<file path="src/rtl/vend_arbiter.sv">
// -----------------------------------------------------------------------------
// vend_arbiter
//
// Two-slot vending session arbiter. One coin slot at a time owns a session:
// the first valid coin grants its slot (round-robin between A and B on a tie),
// further coins on the granted slot accumulate credit, and once the credit
// reaches PRICE the motor is asked to dispense. A session that sees no coin
// for TIMEOUT consecutive cycles is aborted and its credit is refunded.
// Every coin that cannot be accepted is bounced back with a one-cycle reject
// pulse on its own slot.
//
// Parameters
//   PRICE       item price in 25p units
//   STOCK_INIT  item count loaded at reset (4-bit)
//   TIMEOUT     idle cycles tolerated in COLLECT before refund (4-bit, >= 1)
//
// Ports
//   clk                 system clock, rising edge
//   rst                 asynchronous active-low reset
//   money_a, money_b    coin code per slot: 00 none, 01 25p, 10 50p, 11 invalid
//   vend_ack            dispenser done, one-cycle pulse (ignored outside VEND)
//   grant_a, grant_b    slot owning the current session (never both)
//   reject_a, reject_b  one-cycle pulse, coin returned to that slot
//   vend_req            dispense request, held until vend_ack
//   product             one-cycle pulse, item delivered
//   change              returned amount (25p units) during product/refund, else 0
//   refund              one-cycle pulse, session aborted and credit returned
//   credit              current session credit (25p units)
//   stock               items remaining (saturates at 0)
//   sold_out            high when stock == 0
//
// All outputs are registered.
// -----------------------------------------------------------------------------
module vend_arbiter #(
  parameter int PRICE      = 3,
  parameter int STOCK_INIT = 8,
  parameter int TIMEOUT    = 15
) (
  input  logic       clk,
  input  logic       rst,
  input  logic [1:0] money_a,
  input  logic [1:0] money_b,
  input  logic       vend_ack,
  output logic       grant_a,
  output logic       grant_b,
  output logic       reject_a,
  output logic       reject_b,
  output logic       vend_req,
  output logic       product,
  output logic [1:0] change,
  output logic       refund,
  output logic [2:0] credit,
  output logic [3:0] stock,
  output logic       sold_out
);

  localparam logic [1:0] S_IDLE    = 2'd0;
  localparam logic [1:0] S_COLLECT = 2'd1;
  localparam logic [1:0] S_VEND    = 2'd2;
  localparam logic [1:0] S_REFUND  = 2'd3;

  localparam logic [3:0] PRICE_W   = 4'(PRICE);
  localparam logic [2:0] PRICE_C   = 3'(PRICE);
  localparam logic [3:0] STOCK_RST = 4'(STOCK_INIT);
  localparam logic [3:0] IDLE_LAST = 4'(TIMEOUT - 1);

  // The coin codes 01/10 already equal their value in 25p units; anything
  // else (none or invalid) is worth nothing.
  function automatic logic [1:0] coin_value(input logic [1:0] code);
    return (code == 2'b01 || code == 2'b10) ? code : 2'b00;
  endfunction

  logic [1:0] state, state_d;
  logic       ptr, ptr_d;          // round-robin tie winner: 0 = A, 1 = B
  logic [3:0] idle_cnt, idle_d;

  logic       grant_a_d, grant_b_d, reject_a_d, reject_b_d;
  logic       vend_req_d, product_d, refund_d, sold_out_d;
  logic [1:0] change_d;
  logic [2:0] credit_d;
  logic [3:0] stock_d;

  logic [1:0] val_a, val_b, own_val, start_val;
  logic       valid_a, valid_b, bad_a, bad_b, any_a, any_b;
  logic       take_a, take_b;
  logic [3:0] sum;

  assign val_a   = coin_value(money_a);
  assign val_b   = coin_value(money_b);
  assign valid_a = (val_a != 2'b00);
  assign valid_b = (val_b != 2'b00);
  assign bad_a   = (money_a == 2'b11);
  assign bad_b   = (money_b == 2'b11);
  assign any_a   = (money_a != 2'b00);
  assign any_b   = (money_b != 2'b00);

  // Session start in IDLE: a lone valid coin wins outright; on a tie the
  // round-robin pointer picks the winner.
  assign take_a    = valid_a && (!valid_b || !ptr);
  assign take_b    = valid_b && !take_a;
  assign start_val = take_a ? val_a : val_b;

  assign own_val = grant_a ? val_a : val_b;
  assign sum     = {1'b0, credit} + {2'b00, own_val};

  always_comb begin
    // NOTE: every signal assigned in this block gets a default first, so no
    // path can leave one unassigned and infer a latch.
    state_d    = state;
    ptr_d      = ptr;
    idle_d     = idle_cnt;
    grant_a_d  = grant_a;
    grant_b_d  = grant_b;
    vend_req_d = vend_req;
    credit_d   = credit;
    stock_d    = stock;
    reject_a_d = 1'b0;
    reject_b_d = 1'b0;
    product_d  = 1'b0;
    refund_d   = 1'b0;
    change_d   = 2'b00;

    case (state)
      S_IDLE: begin
        if (sold_out) begin
          // No new session can open without stock: bounce every coin.
          reject_a_d = any_a;
          reject_b_d = any_b;
        end else begin
          reject_a_d = any_a && !take_a;
          reject_b_d = any_b && !take_b;
          if (take_a || take_b) begin
            grant_a_d = take_a;
            grant_b_d = take_b;
            credit_d  = {1'b0, start_val};
            idle_d    = 4'd0;
            // A single coin can already cover a low PRICE; go straight to
            // the motor instead of waiting in COLLECT for a coin never needed.
            if ({2'b00, start_val} >= PRICE_W) begin
              state_d    = S_VEND;
              vend_req_d = 1'b1;
            end else begin
              state_d = S_COLLECT;
            end
          end
        end
      end

      S_COLLECT: begin
        reject_a_d = grant_a ? bad_a : any_a;
        reject_b_d = grant_b ? bad_b : any_b;
        if (own_val != 2'b00) begin
          credit_d = sum[2:0];
          idle_d   = 4'd0;
          if (sum >= PRICE_W) begin
            state_d    = S_VEND;
            vend_req_d = 1'b1;
          end
        end else if (idle_cnt == IDLE_LAST) begin
          // Refund outputs are set on entry so the pulse covers the single
          // REFUND cycle.
          state_d   = S_REFUND;
          refund_d  = 1'b1;
          change_d  = credit[1:0];
          credit_d  = 3'd0;
          grant_a_d = 1'b0;
          grant_b_d = 1'b0;
          idle_d    = 4'd0;
        end else begin
          idle_d = idle_cnt + 4'd1;
        end
      end

      S_VEND: begin
        reject_a_d = any_a;
        reject_b_d = any_b;
        if (vend_ack) begin
          state_d    = S_IDLE;
          product_d  = 1'b1;
          change_d   = 2'(credit - PRICE_C);
          credit_d   = 3'd0;
          stock_d    = (stock != 4'd0) ? stock - 4'd1 : 4'd0;
          vend_req_d = 1'b0;
          grant_a_d  = 1'b0;
          grant_b_d  = 1'b0;
          ptr_d      = ~ptr;
        end
      end

      default: begin  // S_REFUND
        reject_a_d = any_a;
        reject_b_d = any_b;
        state_d    = S_IDLE;
      end
    endcase

    sold_out_d = (stock_d == 4'd0);
  end

  always_ff @(posedge clk or negedge rst) begin
    if (!rst) begin
      state    <= S_IDLE;
      ptr      <= 1'b0;
      idle_cnt <= 4'd0;
      grant_a  <= 1'b0;
      grant_b  <= 1'b0;
      reject_a <= 1'b0;
      reject_b <= 1'b0;
      vend_req <= 1'b0;
      product  <= 1'b0;
      change   <= 2'b00;
      refund   <= 1'b0;
      credit   <= 3'd0;
      stock    <= STOCK_RST;
      sold_out <= (STOCK_RST == 4'd0);
    end else begin
      // NOTE: non-blocking assignments so every register samples the values
      // from before this edge, independent of statement order.
      state    <= state_d;
      ptr      <= ptr_d;
      idle_cnt <= idle_d;
      grant_a  <= grant_a_d;
      grant_b  <= grant_b_d;
      reject_a <= reject_a_d;
      reject_b <= reject_b_d;
      vend_req <= vend_req_d;
      product  <= product_d;
      change   <= change_d;
      refund   <= refund_d;
      credit   <= credit_d;
      stock    <= stock_d;
      sold_out <= sold_out_d;
    end
  end

endmodule

</file>
<file path="config.mk">
export PLATFORM = sky130hd
export DESIGN_NAME = vend_arbiter
export DESIGN_NICKNAME = d
export VERILOG_FILES = /design/src/rtl/vend_arbiter.sv
export SDC_FILE = /design/constraint.sdc
export NUM_CORES = 1
export LEC_CHECK = 0
export CORE_MARGIN = 5
export CORE_UTILIZATION = 53
export DETAILED_ROUTE_END_ITERATION = 10
export PLACE_DENSITY = 0.79
export SLEW_MARGIN = 20
export SYNTH_ARGS = -nofsm -noshare
export SYNTH_HDL_FRONTEND = slang
export SYNTH_SLANG_ARGS = --single-unit
</file>
<file path="constraint.sdc">
create_clock -name clk -period 2.9 [get_ports clk]
set_clock_uncertainty 0.1 [all_clocks]
set_input_delay 0.725 -clock clk [delete_from_list [all_inputs] [get_ports clk]]
set_output_delay 0.725 -clock clk [all_outputs]
set_load 0.02 [all_outputs]
</file>
==> results of run 1 <==
-- state kept, by name, summed over array words and instances, names as in the netlist --
| name | cells |
|---|---|
| grant_a | 1 |
| change | 2 |
| credit | 3 |
| vend_req | 1 |
| grant_b | 1 |
| sold_out | 1 |
| state | 2 |
| product | 1 |
| ptr | 1 |
| reject_a | 1 |
| stock | 4 |
| refund | 1 |
| reject_b | 1 |
| idle_cnt | 4 |
-- power breakdown --
group	switching [mW]	total [mW]	leakage, nW	internal (mW)
Clock	0.105	0.159	0.0150	0.0540
Combinational	0.460	0.875	0.637	0.414
Sequential	0.0629	0.471	0.306	0.408
-- critical path, delay by kind of cell --
| kind | cells | cell delay [ps] |
|---|---|---|
| adders and majority gates | 3 | 870 |
| muxes | 2 | 470 |
| buffers and inverters | 3 | 390 |
| AOI/OAI and AO/OA | 2 | 330 |
| and+or+nand+nor | 1 | 130 |
-- routing by layer --
layer | routed length (µm) | vias up | part of all wire
met4 | 89 | 0 | 0.024
met1 | 1670 | 644 | 0.44
met3 | 111 | 7 | 0.030
li1 | - | 641 | -
met5 | 0 | - | 0
met2 | 1880 | 32 | 0.50
-- cell families after synthesis --
kind of cell             share of synthesized area
AO/OA/AOI/OAI                                0.164
XOR/XNOR                                    0.0111
adder cells (fa/ha/maj)                      0.124
buffers and inverters                       0.0477
flip-flops                                   0.382
multiplexers                                0.0906
AND/OR/NAND/NOR                              0.180
-- cells in the final DEF (no fill, tap or decap), types with 2 or more instances in the layout --
| cell type | netlist | final |
|---|---|---|
| sky130_fd_sc_hd__nor3_1 | 5 | 5 |
| sky130_fd_sc_hd__nor2b_1 | 2 | 2 |
| sky130_fd_sc_hd__dfrtp_1 | 23 | 23 |
| sky130_fd_sc_hd__or3_1 | 2 | 2 |
| sky130_fd_sc_hd__mux2_2 | 4 | 4 |
| sky130_fd_sc_hd__nand2_1 | 18 | 18 |
| sky130_fd_sc_hd__clkbuf_4 | 0 | 3 |
| sky130_fd_sc_hd__a21o_1 | 4 | 4 |
| sky130_fd_sc_hd__nor2_1 | 7 | 7 |
| sky130_fd_sc_hd__a21oi_1 | 4 | 4 |
| sky130_fd_sc_hd__or2_1 | 2 | 2 |
| sky130_fd_sc_hd__mux2_1 | 2 | 2 |
| sky130_fd_sc_hd__o31ai_1 | 3 | 3 |
| sky130_fd_sc_hd__o22ai_1 | 2 | 2 |
| sky130_fd_sc_hd__and2_1 | 2 | 2 |
| sky130_fd_sc_hd__o2111ai_1 | 2 | 2 |
| sky130_fd_sc_hd__dlygate4sd2_1 | 0 | 4 |
| sky130_fd_sc_hd__nand3_1 | 3 | 3 |
| sky130_fd_sc_hd__ha_2 | 0 | 3 |
| sky130_fd_sc_hd__buf_4 | 1 | 20 |
| sky130_fd_sc_hd__o21ai_0 | 6 | 6 |
| sky130_fd_sc_hd__mux2i_1 | 6 | 6 |
| sky130_fd_sc_hd__clkdlybuf4s50_1 | 0 | 19 |
| sky130_fd_sc_hd__ha_1 | 14 | 11 |
| sky130_fd_sc_hd__inv_1 | 15 | 15 |
-- path summary, 6_finish.rpt --
check / cells past startpoint / end / startpoint
min in group asynchronous: 2 / grant_a$_DFFE_PN0P_ / rst
min reg2reg: 1 / stock[3]$_DFF_PN1_ / stock[3]$_DFF_PN1_
max reg2reg: 8 / state[0]$_DFFE_PN0P_ / grant_a$_DFFE_PN0P_
max in group asynchronous: 2 / stock[3]$_DFF_PN1_ / rst
min: 1 / stock[3]$_DFF_PN1_ / stock[3]$_DFF_PN1_
max: 11 / state[0]$_DFFE_PN0P_ / money_a[1]
-- cells in the mapped netlist (2+ instances only) --
| cell | n |
|---|---|
| sky130_fd_sc_hd__or2_1 | 2 |
| sky130_fd_sc_hd__or3_1 | 2 |
| sky130_fd_sc_hd__inv_1 | 15 |
| sky130_fd_sc_hd__ha_1 | 14 |
| sky130_fd_sc_hd__a21o_1 | 4 |
| sky130_fd_sc_hd__nor2_1 | 7 |
| sky130_fd_sc_hd__dfrtp_1 | 23 |
| sky130_fd_sc_hd__nand2b_1 | 2 |
| sky130_fd_sc_hd__nor3_1 | 5 |
| sky130_fd_sc_hd__nor2b_1 | 2 |
| sky130_fd_sc_hd__mux2_1 | 2 |
| sky130_fd_sc_hd__o31ai_1 | 3 |
| sky130_fd_sc_hd__o2111ai_1 | 2 |
| sky130_fd_sc_hd__o21ai_0 | 6 |
| sky130_fd_sc_hd__nand2_1 | 18 |
| sky130_fd_sc_hd__mux2i_1 | 6 |
| sky130_fd_sc_hd__mux2_2 | 4 |
| sky130_fd_sc_hd__nand3_1 | 3 |
| sky130_fd_sc_hd__and2_1 | 2 |
| sky130_fd_sc_hd__a21oi_1 | 4 |
| sky130_fd_sc_hd__o22ai_1 | 2 |
-- metrics by stage --
step	utilization	cell area [µm²]	TNS, ps	hold slack [ps]	total power [mW]
final	0.718	2010	0	397	1.50
after global routing	0.718	2010	0	416	1.61
after CTS	0.718	2010	0	398	1.51
after detailed placement	0.701	1970	-2110	378	1.32
after global placement	0.701	1970	-1330	367	1.29
after floorplan	-	1570	0	329	1.04
-- area by class of cell --
class                   instances  area share
clock buffers                   4      0.0131
inverters                      15      0.0280
multi-input cells             115       0.454
flip-flops and latches         24       0.299
well taps                      31      0.0193
repair buffers                 43       0.186
-- repair_timing --
item                                    4_1_cts  5_1_grt
resized for setup                             9        0
endpoints found under the setup margin        3        0
hold buffers                                  0        0
buffers inserted                              1        0
==> impl_metrics.csv, run 1 <==
group,metric,value,unit
setup_path,timing.setup.critical_path_class,"input port to flop",
cts,clock_latency,320,ps
placement,gp_routability_congestion,0.815,
final_layout,regArea,602,µm²
sta,fmax,0.359,GHz
synthesis,synth.top_cell.area_share,0.366,
setup_path,crit_end_element,"flop",
synthesis,yosysTopAreaCell,"sky130_fd_sc_hd__dfrtp_1",
grt,grt_start_max_net_pins,25,
sta,setup_viol,0,
job,max_cap_violations,0,
detailed_routing,wirelength,3.75,mm
power,power-per-cell-area,747,nW/µm²
setup_path,worst_setup_path_start_kind,"input port",
synthesis,share_of_flip_flops_with_an_asynchronous_set_or_reset_after_synthesis,1.00,
final_layout,fill_cells,225,
placement,placement.setup.worst_slack,-515,ps
grt,number_of_antenna_violations_at_the_first_check_in_global_routing,0,
synthesis,netlist_area,1570,µm²
sta,rsz_0062_raised_after_global_routing,"false",
cts,tritoncts_clock_tree,"yes",
final_layout,finish.cell_count_without_fillers,232,
placement,hpwl,2.92,mm
sta,max_slew.worst_pin.slew,386,ps
sta,slew_violations,0,
die,fp.dieArea,4160,µm²
placement,placedCellCount,227,
sta,finalCriticalPeriod,2790,ps
sta,timing_hold_violations_final,0,
setup_path,cp.arrival,2910,ps
detailed_routing,drt-initial-drc-count,43,
setup_path,worst_path_largest_cell_delay,530,ps
die,start_util,0.561,
power,power.ir.vdd_worst,442,µV
cts,clk_pin_slew_worst_paths,130,ps
setup_path,slowest_stage,"sky130_fd_sc_hd__fa_2",
synthesis,mappedNetlistNets,178,
placement,io_buffers,23,
power,leakagePower,0.958,nW
detailed_routing,vias,1324,
setup_path,worstPathCellList,"dlygate4sd2_1, inv_1, ha_2, mux2_2, ha_2, inv_1, fa_2, nand2b_4, o211ai_1, o211ai_2, mux2_4",
grt,grtUsageMet3,0.0294,
final_layout,area_delta_synth_final,27.9,%
die,die_height,64.5,µm
die,io-pin-count,24,
grt,grt_remaining_overflow,0,
synthesis,seq_cells_post_synth,24,
hold_path,holdCritPathClass,"flop to flop",
setup_path,cp.required,3030,ps
setup_path,timing.critical_path.fanout_max,2,
grt,grt_most_used_layer,"met2",
cts,cts_root_buf,"sky130_fd_sc_hd__clkbuf_4",
synthesis,synth_sequential_area_ratio,0.382,
final_layout,nets,224,
sta,timing.max_slew.rel_slack,0.742,
grt,groute.usage.overall,0.191,
final_layout,antenna_cells,0,
synthesis,synth_area_per_cell,10.1,µm²
detailed_routing,wire_per_inst,16.2,µm
synthesis,synthesis.instances,156,
outcome,outcome,"completed",
die,design.core.area,2810,µm²
synthesis,count_of_yosys_warnings_during_synthesis,0,
synthesis,synth.lib_cells_used.distinct,49,
cts,cts.htree.levels,1,
setup_path,regToRegSetupSlack,470,ps
die,row_count,19,
grt,met2_usage,0.343,
cts,numClockSinks,24,
cts,cts_inserted_buffers,3,
final_layout,final_layout_size_suffix_gt1_frac,0.209,
synthesis,post_synth_main_area_contributors,"sky130_fd_sc_hd__dfrtp_1 (37%), sky130_fd_sc_hd__ha_1 (11%), sky130_fd_sc_hd__nand2_1 (4.3%)",
detailed_routing,drt-vias-per-instance,5.71,
synthesis,synth-main-ff-cell,"sky130_fd_sc_hd__dfrtp_1",
detailed_routing,drc,0,
detailed_routing,drtPass1Iterations,4,
sta,min_period_over_period,0.961,
synthesis,number_of_enable_flip_flop_cells_after_synthesis,0,
grt,vias_in_the_first_global_route,1407,
grt,grt_pass1_wl,6.30,mm
sta,postLayoutSetupSlackWorst,115,ps
cts,clock_tree.buffer_depth,2,
detailed_routing,detail-route-antenna-nets,0,
grt,grt_use_met1,0.223,
final_layout,multi_input_area,915,µm²
die,floorplan.die.width,64.5,µm
No activity file was read; power rests on OpenSTA's default activity.
==> inputs of run 2 (changes only) <==
Settings changed: CELL_PAD_IN_SITES_DETAIL_PLACEMENT set to 0, CELL_PAD_IN_SITES_GLOBAL_PLACEMENT set to 1, CORE_UTILIZATION 53 to 41, PLACE_DENSITY 0.79 to unset, PLACE_DENSITY_LB_ADDON set to 0.1, SLEW_MARGIN 20 to 30.
Clock period 2.9 ns to 2.7 ns, I/O delays scaled along.
==> run 2 against run 1 <==
Effect of this change:
- via count down 2.3%
- global-route usage down 4.6 points
- routed wire length shrank 5.4%
- clock-buffer cell count decreased by 1
- core utilization decreased by 14 points
- setup slack improved by 38 ps
==> impl_metrics.csv, run 2 (same netlist as run 1, synthesis figures left out) <==
group,metric,value,unit
outcome,outcome,"completed",
detailed_routing,drt-vias-per-instance,5.17,
setup_path,cp.required,2770,ps
sta,timing_hold_violations_final,0,
sta,slew_violations,0,
grt,vias_in_the_first_global_route,1255,
setup_path,timing.setup.critical_path_class,"input port to flop",
detailed_routing,wire_per_inst,14.2,µm
setup_path,timing.critical_path.fanout_max,3,
die,design.core.area,3690,µm²
power,leakagePower,0.990,nW
setup_path,cp.arrival,2610,ps
setup_path,worstRegToRegCells,8,
grt,number_of_antenna_violations_at_the_first_check_in_global_routing,0,
detailed_routing,wirelength,3.55,mm
grt,grtUsageMet3,0.0305,
die,fp.dieArea,5180,µm²
power,switching_part_of_the_total_power,0.385,
cts,tritoncts_clock_tree,"yes",
setup_path,crit_end_element,"flop",
detailed_routing,vias,1293,
grt,grt_use_met1,0.201,
detailed_routing,drt-initial-drc-count,53,
power,sequentialPowerShare,0.283,
setup_path,worst_setup_path_start_kind,"input port",
sta,fmax,0.393,GHz
placement,hpwl,2.85,mm
cts,cts.htree.levels,1,
cts,clock_tree.buffer_depth,2,
sta,timing.max_slew.rel_slack,0.760,
setup_path,reg2reg_from,"grant_a$_DFFE_PN0P_",
final_layout,final_util,0.576,
sta,setup_viol,0,
detailed_routing,detail-route-antenna-nets,0,
sta,timing.setup.tns,0,ps
sta,max_slew.worst_pin.slew,350,ps
job,max_cap_violations,0,
setup_path,critical_path.reg2reg.endpoint,"state[0]$_DFFE_PN0P_",
die,row_count,22,
hold_path,timing.hold.worst.start,"stock[3]$_DFF_PN1_",
final_layout,finish.cell_count_without_fillers,250,
final_layout,final_layout_size_suffix_gt1_frac,0.267,
final_layout,fill_cells,351,
detailed_routing,drtPass1Iterations,4,
grt,grt_remaining_overflow,0,
placement,placedCellCount,246,
placement,gp_routability_congestion,0.760,
grt,grt_most_used_layer,"met2",
power,combinationalPowerShare,0.536,
detailed_routing,drc,0,
sta,finalCriticalPeriod,2550,ps
power,internal_power,1.10,mW
sta,min_period_over_period,0.943,
setup_path,cp-endpoint,"state[0]$_DFFE_PN0P_",
final_layout,area_delta_synth_final,34.9,%
cts,clock_latency,270,ps
cts,numClockSinks,24,
final_layout,final_cell_mix,"sky130_fd_sc_hd__dfrtp_1 (23), sky130_fd_sc_hd__buf_4 (21), sky130_fd_sc_hd__clkdlybuf4s50_1 (19), sky130_fd_sc_hd__nand2_1 (18)",
sta,rsz_0062_raised_after_global_routing,"false",
power,part_of_the_power_in_the_clock_network,0.181,
final_layout,mostFrequentLayoutCell,"sky130_fd_sc_hd__dfrtp_1",
die,die_height,72.0,µm
die,io-pin-count,24,
placement,io_buffers,23,
power,totalPowerFinal,1.79,mW
grt,groute.usage.overall,0.146,
power,net_switching_power,688,µW
setup_path,regToRegSetupSlack,390,ps
final_layout,nets,225,
power,power-per-cell-area,843,nW/µm²
final_layout,antenna_cells,0,
hold_path,holdCritPathClass,"flop to flop",
grt,met2_usage,0.234,
die,floorplan.die.width,72.0,µm
grt,grt_pass1_wl,5.89,mm
die,start_util,0.427,
cts,cts_inserted_buffers,3,
setup_path,worstSetupStartpoint,"money_b[1]",
grt,grt_start_max_net_pins,25,
final_layout,largest_registers,"idle_cnt (4), stock (4), credit (3)",
cts,clk_pin_slew_worst_paths,90,ps
cts,cts_root_buf,"sky130_fd_sc_hd__clkbuf_8",
power,power.ir.vdd_worst,376,µV
## run 2: layout make-up
| class | instances | area, µm² | area share |
|---|---|---|---|
| Clock buffer | 3 | 41.3 | 0.0194 |
| Clock inverter | 1 | 30.0 | 0.0141 |
| Inverter | 15 | 56.3 | 0.0265 |
| Multi-Input combinational cell | 115 | 966 | 0.455 |
| Sequential cell | 24 | 602 | 0.283 |
| Tap cell | 48 | 60.1 | 0.0283 |
| Timing Repair Buffer | 44 | 368 | 0.173 |
## run 2: per-stage QoR
step,setup WS [ps],instance area [µm²],hold slack [ps]
floorplan,0.351,1620,279
global placement,-505,2040,371
detailed placement,-569,2040,374
CTS,12.3,2110,389
global route,67.3,2120,400
finish,153,2120,387
## run 2: repair_timing
| action | in CTS | in global routing |
|---|---|---|
| pin swaps | 1 | 2 |
| gates resized for setup | 5 | 13 |
| setup endpoints to repair | 5 | 3 |
| buffers inserted | 0 | 0 |
| hold buffers | 0 | 0 |
| gates cloned | 0 | 0 |
## run 2: routing by layer
layer | wire length, µm | vias to the layer above
li1 | - | 645
met2 | 1670 | 35
met5 | 0 | -
met3 | 168 | 2
met1 | 1690 | 611
met4 | 16 | 0
## run 2: how the worst min path moves through the flow
| stage | slack (ps) | to | cells after the start |
|---|---|---|---|
| floorplan | 280 | change[0]$_DFF_PN0_ | 0 |
| global route | 400 | stock[3]$_DFF_PN1_ | 1 |
| detailed placement | 370 | stock[3]$_DFF_PN1_ | 1 |
| CTS | 390 | stock[3]$_DFF_PN1_ | 1 |
| finish | 390 | stock[3]$_DFF_PN1_ | 1 |
| global placement | 370 | stock[3]$_DFF_PN1_ | 1 |
## run 2: worst max-delay path, cell delays in order
cell	delay, ps
sky130_fd_sc_hd__clkbuf_2	110
sky130_fd_sc_hd__inv_2	50
sky130_fd_sc_hd__ha_4	150
sky130_fd_sc_hd__mux2_4	280
sky130_fd_sc_hd__ha_4	160
sky130_fd_sc_hd__inv_2	50
sky130_fd_sc_hd__fa_2	440
sky130_fd_sc_hd__nand2b_4	150
sky130_fd_sc_hd__o211ai_1	90
sky130_fd_sc_hd__o211ai_2	130
sky130_fd_sc_hd__mux2_4	310
## run 2: power by group through the flow
stage                     logic [mW]  registers [mW]  clock network [mW]
final                          0.960           0.506               0.324
after global routing            1.06           0.517               0.344
after CTS                      0.954           0.507               0.330
after detailed placement       0.950           0.514                   0
after global placement         0.929           0.509                   0
after floorplan                0.592           0.555                   0
==> inputs of run 3 (changes only) <==
Settings changed: CAP_MARGIN set to 20.
==> results of run 3 <==
Final layout, timing and power as in run 2 (identical DEF).
